### config.mk
export PLATFORM = sky130hd
export DESIGN_NAME = intirvx_imem_axi_rd_flat
export DESIGN_NICKNAME = d
export VERILOG_FILES = /design/src/rtl/intirvx_imem_axi_rd_if.sv /design/src/rtl/intirvx_imem_axi_rd.sv /design/src/flat_wrapper.sv
export SDC_FILE = /design/constraint.sdc
export NUM_CORES = 1
export LEC_CHECK = 0
export CORE_ASPECT_RATIO = 2
export CORE_MARGIN = 2
export CORE_UTILIZATION = 49
export CTS_BUF_LIST = sky130_fd_sc_hd__clkbuf_4
export DETAILED_ROUTE_END_ITERATION = 12
export PLACE_DENSITY = 0.78
export SYNTH_ARGS = -nofsm -noshare
export SYNTH_HDL_FRONTEND = slang
export SYNTH_SLANG_ARGS = --single-unit
### constraint.sdc
create_clock -name clk -period 4.56 [get_ports clk]
set_input_delay 0.912 -clock clk [delete_from_list [all_inputs] [get_ports clk]]
set_output_delay 0.912 -clock clk [all_outputs]
set_load 0.005 [all_outputs]
### src/rtl/intirvx_imem_axi_rd_if.sv
// AXI5 channel payload types and the axi5 interface used by the instruction-memory read responder.
package intirvx_imem_axi_rd_pkg;
    localparam int unsigned AXI_AW  = 32;
    localparam int unsigned AXI_IDW = 4;
    localparam int unsigned AXI_LW  = 8;
    localparam int unsigned XLEN    = 32;

    localparam logic [1:0] RESP_OKAY   = 2'b00;
    localparam logic [1:0] RESP_SLVERR = 2'b10;
    localparam logic [1:0] BURST_FIXED = 2'b00;
    localparam logic [1:0] BURST_INCR  = 2'b01;
    localparam logic [2:0] SIZE_S16    = 3'b001;
    localparam logic [2:0] SIZE_S32    = 3'b010;

    typedef struct packed {
        logic [AXI_IDW-1:0] id;
        logic [AXI_AW-1:0]  addr;
        logic [AXI_LW-1:0]  len;
        logic [2:0]         size;
        logic [1:0]         burst;
    } ax_t;

    typedef struct packed {
        logic [AXI_IDW-1:0] id;
        logic [XLEN-1:0]    data;
        logic [1:0]         resp;
        logic               last;
    } r_t;

    typedef struct packed {
        logic [XLEN-1:0]   data;
        logic [XLEN/8-1:0] strb;
        logic              last;
    } w_t;

    typedef struct packed {
        logic [AXI_IDW-1:0] id;
        logic [1:0]         resp;
    } b_t;
endpackage

interface axi5;
    import intirvx_imem_axi_rd_pkg::*;

    logic ar_valid;
    logic ar_ready;
    ax_t  ar;
    logic r_valid;
    logic r_ready;
    r_t   r;
    logic aw_valid;
    logic aw_ready;
    ax_t  aw;
    logic w_valid;
    logic w_ready;
    w_t   w;
    logic b_valid;
    logic b_ready;
    b_t   b;

    modport slave (
        input  ar_valid, ar, r_ready, aw_valid, aw, w_valid, w, b_ready,
        output ar_ready, r_valid, r, aw_ready, w_ready, b_valid, b
    );

    modport master (
        output ar_valid, ar, r_ready, aw_valid, aw, w_valid, w, b_ready,
        input  ar_ready, r_valid, r, aw_ready, w_ready, b_valid, b
    );
endinterface

### src/rtl/intirvx_imem_axi_rd.sv
// AXI5 read responder in front of a synchronous-read instruction SRAM.
// One burst at a time, up to 1 R beat/cycle, at most 2 beats in flight.
// Optional write-channel error responder enabled by macro IMEM_AXI_WR_ERR_EN.
module intirvx_imem_axi_rd
    import intirvx_imem_axi_rd_pkg::*;
#(
    parameter int unsigned MEM_WORDS = 4096,
    parameter int unsigned MEM_AW    = $clog2(MEM_WORDS)
) (
    input  logic              clk,
    input  logic              rst_n,
    axi5.slave                axi,
    output logic              mem_req,
    output logic [MEM_AW-1:0] mem_addr,
    input  logic [XLEN-1:0]   mem_rdata
);
    localparam logic [AXI_AW:0] MEM_BYTES = (AXI_AW+1)'(MEM_WORDS * 4);

    typedef enum logic [1:0] {IDLE, BURST, WDATA, WRESP} state_t;

    // Output buffer entry; pend marks data still arriving on mem_rdata this cycle.
    typedef struct packed {
        logic            pend;
        logic            last;
        logic [1:0]      resp;
        logic [XLEN-1:0] data;
    } ent_t;

    state_t              state, state_n;
    logic                rdy_q;
    logic [AXI_LW-1:0]   len_q;
    logic [AXI_IDW-1:0]  id_q;
    logic                fixed_q, err_req_q;
    logic [AXI_AW-1:0]   addr_q;
    logic [AXI_LW:0]     beat_cnt;
    logic                s1_v, s1_err, s1_last;
    ent_t                f0, f1, f0_n, f1_n, s1_ent;
    logic [1:0]          cnt, cnt_n;
    logic                r_valid_q;

    logic                ar_hs, pop, credit, issue, iss_err, iss_last, iss_fixed, iss_req_err, ar_err;
    logic [2:0]          occ;
    logic [AXI_AW-1:0]   iss_addr;

    // Beat issue: first beat straight from the AR handshake, later beats from the burst counters.
    always_comb begin
        ar_hs       = axi.ar_valid && rdy_q && (state == IDLE);
        pop         = r_valid_q && axi.r_ready;
        occ         = 3'(cnt) + 3'(s1_v) - 3'(pop);
        credit      = (occ < 3'd2);
        ar_err      = (axi.ar.size != SIZE_S32) ||
                      !((axi.ar.burst == BURST_FIXED) || (axi.ar.burst == BURST_INCR));
        issue       = 1'b0;
        iss_addr    = addr_q;
        iss_req_err = err_req_q;
        iss_last    = (beat_cnt[AXI_LW-1:0] == len_q);
        iss_fixed   = fixed_q;
        if (ar_hs) begin
            issue       = 1'b1;
            iss_addr    = {axi.ar.addr[AXI_AW-1:2], 2'b00};
            iss_req_err = ar_err;
            iss_last    = (axi.ar.len == '0);
            iss_fixed   = (axi.ar.burst == BURST_FIXED);
        end else if ((state == BURST) && (beat_cnt <= {1'b0, len_q}) && credit) begin
            issue = 1'b1;
        end
        iss_err = iss_req_err || ({1'b0, iss_addr} >= MEM_BYTES);
    end

`ifdef IMEM_AXI_WR_ERR_EN
    logic               aw_hs, w_hs, b_hs, w_ready_q, b_valid_q;
    logic [AXI_IDW-1:0] wid_q;

    assign axi.aw_ready = rdy_q && !axi.ar_valid;
    assign axi.w_ready  = w_ready_q;
    assign axi.b_valid  = b_valid_q;
    assign axi.b        = {wid_q, RESP_SLVERR};
    assign aw_hs        = axi.aw_valid && axi.aw_ready && (state == IDLE);
    assign w_hs         = axi.w_valid && w_ready_q;
    assign b_hs         = b_valid_q && axi.b_ready;

    // Write error responder: latch AW id, raise w_ready / b_valid from the next state.
    always_ff @(posedge clk or negedge rst_n) begin
        if (!rst_n) begin
            wid_q     <= '0;
            w_ready_q <= 1'b0;
            b_valid_q <= 1'b0;
        end else begin
            if (aw_hs) wid_q <= axi.aw.id;
            w_ready_q <= (state_n == WDATA);
            b_valid_q <= (state_n == WRESP);
        end
    end
`else
    assign axi.aw_ready = 1'b0;
    assign axi.w_ready  = 1'b0;
    assign axi.b_valid  = 1'b0;
    assign axi.b        = '0;
`endif

    // Next-state logic; AR has priority over AW in IDLE.
    always_comb begin
        state_n = state;
        case (state)
            IDLE: begin
                if (ar_hs) state_n = BURST;
`ifdef IMEM_AXI_WR_ERR_EN
                else if (aw_hs) state_n = WDATA;
`endif
            end
            BURST: if (pop && f0.last) state_n = IDLE;
`ifdef IMEM_AXI_WR_ERR_EN
            WDATA: if (w_hs && axi.w.last) state_n = WRESP;
            WRESP: if (b_hs) state_n = IDLE;
`endif
            default: state_n = IDLE;
        endcase
    end

    // State register and idle-ready flag (ar_ready returns the cycle after the last R handshake).
    always_ff @(posedge clk or negedge rst_n) begin
        if (!rst_n) begin
            state <= IDLE;
            rdy_q <= 1'b0;
        end else begin
            state <= state_n;
            rdy_q <= (state_n == IDLE);
        end
    end

    // Burst context and address/beat counters.
    always_ff @(posedge clk or negedge rst_n) begin
        if (!rst_n) begin
            len_q     <= '0;
            id_q      <= '0;
            fixed_q   <= 1'b0;
            err_req_q <= 1'b0;
            addr_q    <= '0;
            beat_cnt  <= '0;
        end else begin
            if (ar_hs) begin
                len_q     <= axi.ar.len;
                id_q      <= axi.ar.id;
                fixed_q   <= (axi.ar.burst == BURST_FIXED);
                err_req_q <= ar_err;
            end
            if (issue) begin
                addr_q   <= iss_fixed ? iss_addr : iss_addr + AXI_AW'(4);
                beat_cnt <= ar_hs ? (AXI_LW+1)'(1) : beat_cnt + (AXI_LW+1)'(1);
            end
        end
    end

    // SRAM request stage; error beats travel through it without strobing the SRAM.
    always_ff @(posedge clk or negedge rst_n) begin
        if (!rst_n) begin
            mem_req  <= 1'b0;
            mem_addr <= '0;
            s1_v     <= 1'b0;
            s1_err   <= 1'b0;
            s1_last  <= 1'b0;
        end else begin
            mem_req <= issue && !iss_err;
            if (issue && !iss_err) mem_addr <= iss_addr[MEM_AW+1:2];
            s1_v    <= issue;
            s1_err  <= iss_err;
            s1_last <= iss_last;
        end
    end

    // Two-entry output FIFO: capture pending SRAM data, shift on pop, append from request stage.
    always_comb begin
        s1_ent.pend = !s1_err;
        s1_ent.last = s1_last;
        s1_ent.resp = s1_err ? RESP_SLVERR : RESP_OKAY;
        s1_ent.data = '0;
        f0_n  = f0;
        f1_n  = f1;
        cnt_n = cnt;
        if (f0.pend) begin
            f0_n.data = mem_rdata;
            f0_n.pend = 1'b0;
        end
        if (f1.pend) begin
            f1_n.data = mem_rdata;
            f1_n.pend = 1'b0;
        end
        if (pop) begin
            f0_n  = f1_n;
            f1_n  = '0;
            cnt_n = cnt_n - 2'd1;
        end
        if (s1_v) begin
            if (cnt_n == 2'd0) f0_n = s1_ent;
            else               f1_n = s1_ent;
            cnt_n = cnt_n + 2'd1;
        end
    end

    // Output FIFO registers.
    always_ff @(posedge clk or negedge rst_n) begin
        if (!rst_n) begin
            f0        <= '0;
            f1        <= '0;
            cnt       <= '0;
            r_valid_q <= 1'b0;
        end else begin
            f0        <= f0_n;
            f1        <= f1_n;
            cnt       <= cnt_n;
            r_valid_q <= (cnt_n != 2'd0);
        end
    end

    assign axi.ar_ready = rdy_q;
    assign axi.r_valid  = r_valid_q;
    assign axi.r        = {id_q, (f0.pend ? mem_rdata : f0.data), f0.resp, f0.last};
endmodule

### src/flat_wrapper.sv
// flat-port wrapper written by rule: the top's interface ports become plain ports
module intirvx_imem_axi_rd_flat import intirvx_imem_axi_rd_pkg::*;
#(
    parameter int unsigned MEM_WORDS = 4096,
    parameter int unsigned MEM_AW    = $clog2(MEM_WORDS)
)
  (clk, rst_n, mem_req, mem_addr, mem_rdata, axi_ar_valid, axi_ar, axi_r_ready, axi_aw_valid, axi_aw, axi_w_valid, axi_w, axi_b_ready, axi_ar_ready, axi_r_valid, axi_r, axi_aw_ready, axi_w_ready, axi_b_valid, axi_b);
  axi5 axi_i ();
  input  logic clk;
  input  logic rst_n;
  output logic mem_req;
  output logic [MEM_AW-1:0] mem_addr;
  input  logic [XLEN-1:0] mem_rdata;
  input wire logic [$bits(axi_i.ar_valid)-1:0] axi_ar_valid;
  input wire logic [$bits(axi_i.ar)-1:0] axi_ar;
  input wire logic [$bits(axi_i.r_ready)-1:0] axi_r_ready;
  input wire logic [$bits(axi_i.aw_valid)-1:0] axi_aw_valid;
  input wire logic [$bits(axi_i.aw)-1:0] axi_aw;
  input wire logic [$bits(axi_i.w_valid)-1:0] axi_w_valid;
  input wire logic [$bits(axi_i.w)-1:0] axi_w;
  input wire logic [$bits(axi_i.b_ready)-1:0] axi_b_ready;
  output wire logic [$bits(axi_i.ar_ready)-1:0] axi_ar_ready;
  output wire logic [$bits(axi_i.r_valid)-1:0] axi_r_valid;
  output wire logic [$bits(axi_i.r)-1:0] axi_r;
  output wire logic [$bits(axi_i.aw_ready)-1:0] axi_aw_ready;
  output wire logic [$bits(axi_i.w_ready)-1:0] axi_w_ready;
  output wire logic [$bits(axi_i.b_valid)-1:0] axi_b_valid;
  output wire logic [$bits(axi_i.b)-1:0] axi_b;
  assign axi_i.ar_valid = axi_ar_valid;
  assign axi_i.ar = axi_ar;
  assign axi_i.r_ready = axi_r_ready;
  assign axi_i.aw_valid = axi_aw_valid;
  assign axi_i.aw = axi_aw;
  assign axi_i.w_valid = axi_w_valid;
  assign axi_i.w = axi_w;
  assign axi_i.b_ready = axi_b_ready;
  assign axi_ar_ready = axi_i.ar_ready;
  assign axi_r_valid = axi_i.r_valid;
  assign axi_r = axi_i.r;
  assign axi_aw_ready = axi_i.aw_ready;
  assign axi_w_ready = axi_i.w_ready;
  assign axi_b_valid = axi_i.b_valid;
  assign axi_b = axi_i.b;
  intirvx_imem_axi_rd #(.MEM_WORDS(MEM_WORDS), .MEM_AW(MEM_AW)) u_core (.clk(clk), .rst_n(rst_n), .axi(axi_i), .mem_req(mem_req), .mem_addr(mem_addr), .mem_rdata(mem_rdata));
endmodule
---- Word level (Yosys, flattened, before mapping) ----
Index checks and enable logic that the tools add are counted.
cells by class
  divide/modulo/power cells ............... 0
  $add $sub $neg .......................... 6
  bitwise operators ....................... 0
  reduce and logical (&&, ||, !) cells .... 19
  mux-type cells .......................... 22
  shift operators ......................... 0
  eq/ne operators ......................... 4
  $mul .................................... 0
  order comparisons ....................... 3
operators with widths
  cell                                                                     number
  36-bit two-way mux                                                       4
  32-bit two-way mux                                                       4
  35-bit two-way mux                                                       2
  32-bit by 3-bit adder with 32-bit output, second input constant          1
  32-bit by 15-bit >= comparator with 1-bit output, second input constant  1
  2-bit two-way mux                                                        5
  9-bit by 1-bit adder with 9-bit output, second input constant            1
  9-bit by 8-bit less-or-equal comparator with 1-bit output                1
  9-bit two-way mux                                                        1
  8-bit == test                                                            1
  2-bit zero test                                                          4
  8-bit zero test                                                          1
  1-bit logical AND                                                        7
  1-bit two-way mux                                                        5
  2-bit by 1-bit == test with 1-bit output, second input constant          2
  2-bit case mux with 2 select lines                                       1
  2-bit by 1-bit adder with 3-bit output                                   1
  1-bit zero test                                                          3
  1-bit logical OR                                                         3
  3-bit by 2-bit < comparator with 1-bit output, second input constant     1
  3-bit by 2-bit != test with 1-bit output, second input constant          1
  3-bit by 1-bit subtractor with 3-bit output                              1
  2-bit by 1-bit adder with 2-bit output, second input constant            1
  2-bit nonzero test                                                       1
  2-bit by 1-bit subtractor with 2-bit output, second input constant       1
word-level totals
  input bits .............................. 174
  word-level logic and storage cells ...... 77
  flip-flop bits (word level) ............. 149
  output and inout bits ................... 63
  bits in latches ......................... 0
  memories kept ........................... 0
  memory bits (read-only) ................. 0
  RAM bits ................................ 0

---- Depth between registers and ports, before layout ----
  depth after elaboration ................. 8
  depth in mapped cells ................... 14
  gate-level depth less buffers ........... 11

---- Least setup slack after synthesis ----
OpenSTA, ideal clock, no wires.
  kind .................................... input port to flip-flop
  start ................................... input axi_r_ready
  end ..................................... register u_core.mem_addr[0]
  stages on the path ...................... 12
  arrival ................................. 3.718 ns
  data required time ...................... 4.435 ns
  library setup time ...................... 0.125 ns
  path buffers ............................ 2
  slack ................................... 0.718 ns
  cell sequence ........................... nand2_1 inv_2 clkbuf_1 ha_1 nor2b_1 fa_1 nor4_2 o21ai_0 or2_2 clkbuf_1 a21boi_2 mux2_2
between the ends
  cells in the longest elaborated chain, start to end .. 7
ends and longest elaborated chain
  what                                           line                        text
  from (decl)                                    flat_wrapper.sv:16          input wire logic [$bits(axi_i.r_ready)-1:0] axi_r_ready;
  1-bit logical AND                              intirvx_imem_axi_rd.sv:48   pop = r_valid_q && axi.r_ready;
  3-bit by 1-bit subtractor with 3-bit output    intirvx_imem_axi_rd.sv:49   occ = 3'(cnt) + 3'(s1_v) - 3'(pop);
  3-bit by 2-bit < comparator with 1-bit output  intirvx_imem_axi_rd.sv:50   credit = (occ < 3'd2);
  1-bit logical AND                              intirvx_imem_axi_rd.sv:64   end else if ((state == BURST) && (beat_cnt <= {1'b0, len_q}) && credit) begin
  1-bit two-way mux                              intirvx_imem_axi_rd.sv:64
  1-bit two-way mux                              intirvx_imem_axi_rd.sv:58   if (ar_hs) begin
  1-bit logical AND                              intirvx_imem_axi_rd.sv:164  if (issue && !iss_err) mem_addr <= iss_addr[MEM_AW+1:2];
  to (signal assigned)                           intirvx_imem_axi_rd.sv:164
  to (decl)                                      intirvx_imem_axi_rd.sv:14   output logic [MEM_AW-1:0] mem_addr,
Every way passes these cells.
A chain may end at the register's enable or synchronous reset.

---- Worst setup path after layout ----
  start ................................... input axi_r_ready
  end ..................................... register u_core.addr_q[4]
between the ends
  cells in the longest elaborated chain, start to end .. 6
ends and longest elaborated chain
  what                                           line                        text
  1-bit logical AND                              intirvx_imem_axi_rd.sv:48
  3-bit by 1-bit subtractor with 3-bit output    intirvx_imem_axi_rd.sv:49
  3-bit by 2-bit < comparator with 1-bit output  intirvx_imem_axi_rd.sv:50
  1-bit logical AND                              intirvx_imem_axi_rd.sv:64
  1-bit two-way mux                              intirvx_imem_axi_rd.sv:64
  1-bit two-way mux                              intirvx_imem_axi_rd.sv:58
  to (signal assigned)                           intirvx_imem_axi_rd.sv:148  addr_q <= iss_fixed ? iss_addr : iss_addr + AXI_AW'(4);
  to (decl)                                      intirvx_imem_axi_rd.sv:34   logic [AXI_AW-1:0] addr_q;
Every way passes these cells.

==> metrics.md <==
| Metric | Value |
|---|---|
| Final Util | `61.33%` |
| Initial Util | `around 50%` |
| # resized after CTS | `0` |
| Distinct cells, synth | `56` |
| Vias in the first global route | `roughly 6.8k` |
| Setup TNS | `0 ns` |
| Hold-fix buffers, CTS | `0` |
| Final Critical Period | `roughly 3.6 ns` |
| Final antenna-violating net count | `0` |
| Vias | `around 6.7k` |
| Chip width | `~95 microns` |
| Switching Share | `34.53%` |
| Crit path launch | `axi_r_ready` |
| Reg-to-Reg Start | `u_core.axi.r_valid$_DFF_PN0_` |
| Post-synth EDFFs | `0` |
| Crit path kind | `in2reg` |
| Dpl hpwl | `14,890 microns` |
| Ys flop type | `dfrtp_1` |
| Worst skew pair latency | `between 0.5 and 0.6 ns` |
| Top cell type's share of synthesized area | `between 40% and 50%` |
| Post-layout instance area | `0.009927 sq mm` |
| Final setup violation count | `0` |
| Status | `finished clean` |
| # H-tree levels | `4` |
| Starting DRT DRC Count | `227` |
| Slew @ Worst Pin | `0.9957 ns` |
| Gr usage total | `between 20 and 25%` |
| Final nets | `1,148` |
| Clock skew | `0.02137 ns` |
| Sequential share of power | `42.7%` |
| Post-placement cell area | `between 0.009 and 0.01 sq mm` |
| Clock edge transition at the registers on the reported setup and hold paths | `0.13 ns` |
| Ys async rst share | `100.0%` |
| Critical Path Source Type | `primary input` |
| First-pass GRT wire length | `33,090 microns` |
| Comb pwr share | `38.4%` |
| Final Max Tran Viols | `0` |
| Top Ports | `about 240` |
| Pwr dens | `approximately 450 mW/mm^2` |
| TritonCTS clock tree | `yes` |
| Mapped Cells | `836` |
| CP max FO | `29` |
| Area grow syn2layout | `22.89%` |
| Total CTS buffers | `17` |
| TritonRoute pass-1 iters | `5` |
| Pin count of the biggest net entering global routing | `96` |
| Synth area leaders | `dfrtp_1 46%, xnor2_1 6.3%, mux2i_1 6.1%` |
| Post-synthesis sequential area ratio | `between 40% and 50%` |
| Initial antenna violation count | `1` |
| RSZ-0062 raised after global routing | `no` |
| Final WL | `20,650 microns` |
| CTS max path bufs | `2` |
| CP required | `around 5.0 ns` |
| Core Box Area | `around 0.016 sq mm` |
| Vias/cell | `between 5 and 6` |
| Psw | `about 0.0015 W` |
| Placed cells | `1,145` |
| Total clock sinks | `roughly 150` |
| Synthesized area per cell | `slightly below 10 sq um` |
| Final worst path period share | `79.14%` |
| Crit path DAT | `~4 ns` |
| Layout cells sized above 1 | `10.48%` |
| Post-route insts no fill | `around 1.2k` |
| Clk root buf | `clkbuf_4` |
| #FFs+latches synth | `approximately 150` |
| I/O Buffers | `~140` |
| Die Y | `around 190 microns` |
| VDD IR max | `between 0.2 and 0.25 mV` |
| DR WL/cell | `~18 microns` |
| Worst min path class | `in2async` |
| Std cell rows | `66` |
| Max_cap viols | `0` |
| Post-CTS setup repair buffer count | `0` |
| Gr ovfl total | `0` |
| Rel. slew slack | `~34%` |
| Final worst-path setup slack | `0.9513 ns` |
| Fill count | `between 1k and 1.5k` |
| Area leader, netlist | `dfrtp_1` |
| Clock Power Share | `18.9%` |
| Final hold vios | `0` |
| Placement-stage worst setup slack | `0.3821 ns` |
| Lkg Pwr | `between 3 and 4 nW` |
| Max Freq | `approximately 0.28 GHz` |
| Setup crit end kind | `flop` |
| Power Internal | `0.002927 W` |
| Syn Std Cell Area | `0.008078 sq mm` |
| Yosys Warn Count | `0` |
| DRC | `0` |
| Total die area | `approximately 0.018 sq mm` |
| Final Wtd Congestion | `0.9000` |
## kinds of logic (layout without fill, tap and decap cells)
kind of cell               after synthesis  count (layout)  share of synthesized area (%)
and+or+nand+nor                        316             316                          18.80
AOI/OAI and AO/OA                      123             123                          10.50
other                                    1              11                        0.04642
muxes                                   87              87                          11.37
buffers and inverters                   85             213                          4.647
xor gates and xnor gates                63              63                          6.831
DFF                                    147             147                          45.54
adders and majority gates               14              14                          2.262
## area by class of cell
cell class | instances | area [sq um] | area share, %
antenna | 1 | 2.502 | 0.02521
clock buffer | 17 | 127.6 | 1.286
clock inverter | 15 | 165.2 | 1.664
inverter | 23 | 86.33 | 0.8697
multi-input combinational | 613 | 4083 | 41.13
sequential | 147 | 3680 | 37.07
tap | 204 | 255.2 | 2.571
timing repair buffer | 158 | 1528 | 15.39
## flip-flops by register name (all words and copies together), names as in the netlist, 2 cells and up
name and flops:
u_core.len_q 8, u_core.axi.r 3, u_core.f0 33, u_core.beat_cnt 9, u_core.cnt 2, u_core.addr_q 30
u_core.mem_addr 12, u_core.f1 36, u_core.id_q 4, u_core.state 2
## cells in the mapped netlist (2+ instances only)
| cell type | number |
|---|---|
| dfrtp_1 | 147 |
| nor2_1 | 111 |
| nand2_1 | 73 |
| xnor2_1 | 58 |
| mux2i_1 | 49 |
| mux2_2 | 38 |
| a211oi_1 | 33 |
| nor4_1 | 32 |
| nor3_1 | 28 |
| clkbuf_1 | 27 |
| inv_1 | 22 |
| a21oi_1 | 17 |
| nand3_1 | 17 |
| buf_1 | 16 |
| nand4_1 | 16 |
| o21ai_0 | 16 |
| buf_4 | 13 |
| ha_1 | 13 |
| o211ai_1 | 13 |
| o22ai_1 | 11 |
| a2bb2oi_1 | 9 |
| a31oi_1 | 7 |
| and3_1 | 7 |
| buf_2 | 5 |
| nor4b_1 | 5 |
| xor2_1 | 5 |
| a22o_1 | 4 |
| or4_1 | 4 |
| nor3b_1 | 3 |
| or3_1 | 3 |
| a21o_1 | 2 |
| and2_1 | 2 |
| and4bb_2 | 2 |
| nand2b_1 | 2 |
| nor2b_1 | 2 |
| o21a_1 | 2 |
| o311ai_0 | 2 |
| or2_2 | 2 |
## cell usage in the layout, fill, tap and decap left out, types with 7 or more instances in the layout
cell	netlist	layout
ha_1	13	13
a31oi_1	7	7
a2bb2oi_1	9	9
a211oi_1	33	32
dfrtp_1	147	146
nand2_1	73	73
o22ai_1	11	11
xnor2_1	58	58
and3_1	7	7
mux2_2	38	38
mux2i_1	49	49
buf_4	13	22
a21oi_1	17	17
nand4_1	16	16
clkbuf_4	0	17
nor4_1	32	32
o211ai_1	13	13
inv_1	22	22
clkdlybuf4s50_1	0	135
nor2_1	111	111
nand3_1	17	17
conb_1	1	10
nor3_1	28	28
o21ai_0	16	15
## per-layer routing
metal	wire length, microns	track usage, %	vias to the layer above
met3	854	3.927	62
met1	7454	25.51	3217
met2	11280	44.74	223
li1	-	-	3209
met5	0	0	-
met4	1061	14.84	0
## metrics by stage
step	total power, W	hold WS, ns
2_1_floorplan	0.002880	0.4256
3_3_place_gp	0.003613	0.4504
3_5_place_dp	0.003663	0.4546
4_1_cts	0.004524	0.4504
5_1_grt	0.004790	0.4617
6_report	0.004470	0.4573
## critical path, cell delays in order
cell and delay, ns:
clkdlybuf4s50_1 0.50, nand2_1 0.10, inv_2 0.07, ha_1 0.21, nor2b_1 0.14, fa_1 0.44
nor4_2 0.43, o21ai_2 0.11, buf_4 0.28, nor2_1 0.39, buf_4 0.24, a22o_1 0.13
a21oi_1 0.06
## power groups by stage
stage	logic (W)	clock network [W]	registers, W
2_1_floorplan	0.00103	0	0.00185
3_3_place_gp	0.00169	0	0.00192
3_5_place_dp	0.00173	0	0.00193
4_1_cts	0.00174	0.000881	0.00191
5_1_grt	0.00192	0.000926	0.00195
6_report	0.00172	0.000845	0.00191
## worst paths after layout
check | endpoint | slack [ns] | cells after the start
setup / recovery | u_core.addr_q[4]$_DFFE_PN0P_ | 0.95 | 13
hold / removal | u_core.f0[6]$_DFF_PN0_ | 0.46 | 1
setup reg to reg | u_core.addr_q[4]$_DFFE_PN0P_ | 1.36 | 12
hold reg to reg | u_core.id_q[3]$_DFFE_PN0N_ | 0.49 | 2
max in group asynchronous | u_core.f0[35]$_DFF_PN0_ | 3.12 | 2
min in group clk | u_core.id_q[3]$_DFFE_PN0N_ | 0.49 | 2
(Power assumes the default switching activity.)
==> RTL change 1, RTL diff (same flow settings) <==
`AXI_LW`: 8 -> 16.
--- a/src/rtl/intirvx_imem_axi_rd_if.sv
+++ b/src/rtl/intirvx_imem_axi_rd_if.sv
@@ -3,5 +3,5 @@
     localparam int unsigned AXI_AW  = 32;
     localparam int unsigned AXI_IDW = 4;
-    localparam int unsigned AXI_LW  = 8;
+    localparam int unsigned AXI_LW  = 16;
     localparam int unsigned XLEN    = 32;
 
Interface: changed (resized axi_ar and axi_aw); port bits go from 237 to 253. No check against the original RTL was run, so the function may have changed too.
==> RTL change 1 against the original RTL <==
Sequential cell count up 16. Utilization down 1.2 points. Synthesized area up 11%. Sequential power up 9%. Sequential share of layout area up 0.39 points. Final area up 9.7%. Count of clock-buffer cells in the layout unchanged. Clock power down 4.5%. Total power up 7.9%. Setup slack worse by 160 ps. Wire length up 8.3%.
==> RTL change 1: results <==
group,metric,value,unit
setup_path,crit_path_top_delay_cell,"a2111oi_0",
logic_synthesis,synth_common_cells,"dfrtp_1 (163), nor2_1 (118), nand2_1 (96)",
place,dp_hpwl,16000,um
drt,vias_per_cell,5.77,
logic_synthesis,synthTopCellsByArea,"dfrtp_1 (45%), mux2_2 (5.1%), xnor2_1 (5.1%), nor2_1 (4.9%), mux2i_1 (4.1%)",
outcome,status,"finished, final reports clean",
sta,fmax,265,MHz
global_route,grt_pass1_vias,7641,
sta,fin_worst_skew,29.6,ps
logic_synthesis,synth.distinct_cells,70,
sta,worst_pin_slew,984,ps
setup_path,worst_r2r_endpoint,"u_core.beat_cnt[15]$_DFFE_PN0P_",
logic_synthesis,yosysSeqAreaShare,0.454,
setup_path,critPathMaxFanout,32,
clocking,clk_latency,560,ps
power,ir_drop,0.000195,V
setup_path,timing.rr.start,"u_core.s1_v$_DFF_PN0_",
drt,drt-initial-drc-count,305,
setup_path,crit_family,"buffers and inverters",
logic_synthesis,synth_compound_area_frac,0.139,
place,port_buffers,144,
final_layout,nets,1273,
global_route,grt_start_max_net_pins,106,
setup_path,arrival,4180,ps
setup_path,cp_slowest_stage_delay,640,ps
logic_synthesis,synth_ff_type,"dfrtp_1",
setup_path,reg2reg_slack,1140,ps
logic_synthesis,yosys-mux-area-fraction,0.0925,
power,p_leak,4.41,nW
place,gp_congestion,0.874,
setup_path,ff2ff_path_depth,13,
global_route,grt_usage,0.236,
logic_synthesis,synthAdderAreaFrac,0.0314,
logic_synthesis,synth-xor-area-share,0.0604,
drt,wl,22400,um
clocking,cts_max_level,4,
logic_synthesis,synth_warnings,0,
global_route,grt_pass1_wl,36700,um
place,place_ws,244,ps
final_layout,drive_gt1_frac,0.103,
==> RTL change 1: cell count changes after synthesis, sizes merged, moves of 12 or more <==
cell / unedited run / this run
dfrtp: 147 / 163
nor4: 33 / 14
a21oi: 17 / 46
o21ai: 16 / 35
mux2i: 49 / 37
nand2: 73 / 97
nor3: 28 / 12
==> RTL change 1: cells by family (layout without fill, tap and decap cells) <==
family,Yosys count,after routing
compound gates,185,185
xor+xnor,62,62
fa+ha+maj,22,22
buf+inv,98,225
flops,163,163
mux,78,78
other cells,1,11
simple gates,329,329
==> RTL change 1: power by group <==
group / internal, mW / switching [mW]
Combinational: 0.991 / 0.944
Clock: 0.274 / 0.532
Sequential: 1.81 / 0.268
==> RTL change 1: worst max path at each step <==
stage                 from                         endpoint  cells past startpoint
2_1_floorplan  axi_r_ready   u_core.mem_addr[0]$_DFFE_PN0P_                     14
3_3_place_gp   axi_r_ready  u_core.beat_cnt[15]$_DFFE_PN0P_                     15
3_5_place_dp   axi_r_ready  u_core.beat_cnt[15]$_DFFE_PN0P_                     15
4_1_cts        axi_r_ready  u_core.beat_cnt[15]$_DFFE_PN0P_                     15
5_1_grt        axi_r_ready  u_core.beat_cnt[15]$_DFFE_PN0P_                     15
6_report       axi_r_ready  u_core.beat_cnt[15]$_DFFE_PN0P_                     15
==> RTL change 1: per-layer routing <==
layer / vias to the layer above / global-route usage / part of all wire
met3: 47 / 0.0372 / 0.044
met4: 0 / 0.115 / 0.037
met5: - / 0 / 0
met1: 3613 / 0.253 / 0.36
met2: 240 / 0.437 / 0.55
li1: 3550 / - / -
==> RTL change 1: per-stage QoR <==
| step | hold WS [ps] | power, mW | instance area (sq um) | instances |
|---|---|---|---|---|
| after detailed placement | 463 | 4.06 | 10600 | 1258 |
| final | 408 | 4.83 | 10900 | 1291 |
| after global routing | 463 | 5.17 | 10900 | 1291 |
| after CTS | 451 | 4.88 | 10900 | 1290 |
| after global placement | 458 | 3.99 | 10600 | 1258 |
| after floorplan | 426 | 3.20 | 9030 | 947 |
==> RTL change 1: layout make-up <==
type	instances	area, sq um
fill	1556	7240
tap	216	270
antenna	1	2.50
multi-input combinational	686	4550
sequential	163	4080
timing repair buffer	160	1600
clock inverter	15	134
clock buffer	17	128
inverter	33	124
==> RTL change 2, RTL diff (same settings) <==
Without the edit above. Re-encode `state_t` (4 states) as one-hot, 4 bits wide.
--- a/src/rtl/intirvx_imem_axi_rd.sv
+++ b/src/rtl/intirvx_imem_axi_rd.sv
@@ -17,5 +17,5 @@
     localparam logic [AXI_AW:0] MEM_BYTES = (AXI_AW+1)'(MEM_WORDS * 4);
 
-    typedef enum logic [1:0] {IDLE, BURST, WDATA, WRESP} state_t;
+    typedef enum logic [3:0] {IDLE = 4'b0001, BURST = 4'b0010, WDATA = 4'b0100, WRESP = 4'b1000} state_t;
 
     // Output buffer entry; pend marks data still arriving on mem_rdata this cycle.
Function: same outputs for any inputs over 10 cycles, from zero or initial values and one cycle with rst_n low; not proved beyond that.
==> RTL change 2 against the original RTL <==
Total power is 17% lower. Register-to-register slack better by 130 ps. Final area grew 0.67%. Wire length down 1.4%. Largest cell class unchanged. Fmax grew 5.7%. Synthesized area is 1.5% higher. Setup slack better by 200 ps. Sequential cell count rose by 2. Cell count is 0.93% higher. Clock skew shrank 3.1 ps.
==> RTL change 2: results <==
group,metric,value,unit
place,dp_hpwl,14100,um
setup_path,cp_slowest_stage_delay,570,ps
global_route,grtUsageMet2,0.370,
setup_path,reg2reg_slack,1490,ps
power,p_leak,4.08,nW
final_layout,multi_input_area_share,0.417,
sta,max_slew_margin,0.333,
outcome,status,"finished, final reports clean",
drt,route.met3.wl,1300,um
final_layout,drive_gt1_frac,0.109,
global_route,gr-usage-met1,0.325,
global_route,grt_pass1_wl,33600,um
power,p_total,3.71,mW
global_route,grt_usage,0.235,
final_layout,area_share_clock_buf_inv,0.0257,
setup_path,ff2ff_path_depth,11,
logic_synthesis,syn_avg_cell_area,9.73,sq um
setup_path,arrival,3830,ps
final_layout,num-nonclk-inverters,19,
clocking,cts.sinks,149,
logic_synthesis,yosysSeqAreaShare,0.455,
logic_synthesis,synthAdderAreaFrac,0.0223,
setup_path,crit_path_top_delay_cell,"or3_1",
drt,wl_met1,8870,um
final_layout,buffers_excl_clock,155,
logic_synthesis,synth_common_cells,"dfrtp_1 (148), nor2_1 (115), nand2_1 (74)",
power,p_sw_frac,0.327,
setup_path,timing.rr.start,"u_core.state[2]$_DFF_PN0_",
sta,period_needed,3410,ps
power,powerClk,0.769,mW
power,power_per_cell_area,371,mW/mm^2
==> RTL change 2: how the worst max path moves through the flow <==
| stage | end | from |
|---|---|---|
| 2_1_floorplan | u_core.addr_q[30]$_DFFE_PN0P_ | axi_ar_valid |
| 3_3_place_gp | u_core.addr_q[31]$_DFFE_PN0P_ | axi_r_ready |
| 3_5_place_dp | u_core.addr_q[31]$_DFFE_PN0P_ | axi_r_ready |
| 4_1_cts | u_core.addr_q[16]$_DFFE_PN0P_ | axi_r_ready |
| 5_1_grt | u_core.addr_q[30]$_DFFE_PN0P_ | axi_ar_valid |
| 6_report | u_core.addr_q[31]$_DFFE_PN0P_ | axi_r_ready |
==> RTL change 2: logic make-up after synthesis <==
family                   after synthesis
AO/OA/AOI/OAI                        132
flip-flops                           149
buffers and inverters                 78
XOR/XNOR                              62
AND/OR/NAND/NOR                      322
other                                  1
adder cells (fa/ha/maj)               14
multiplexers                          85
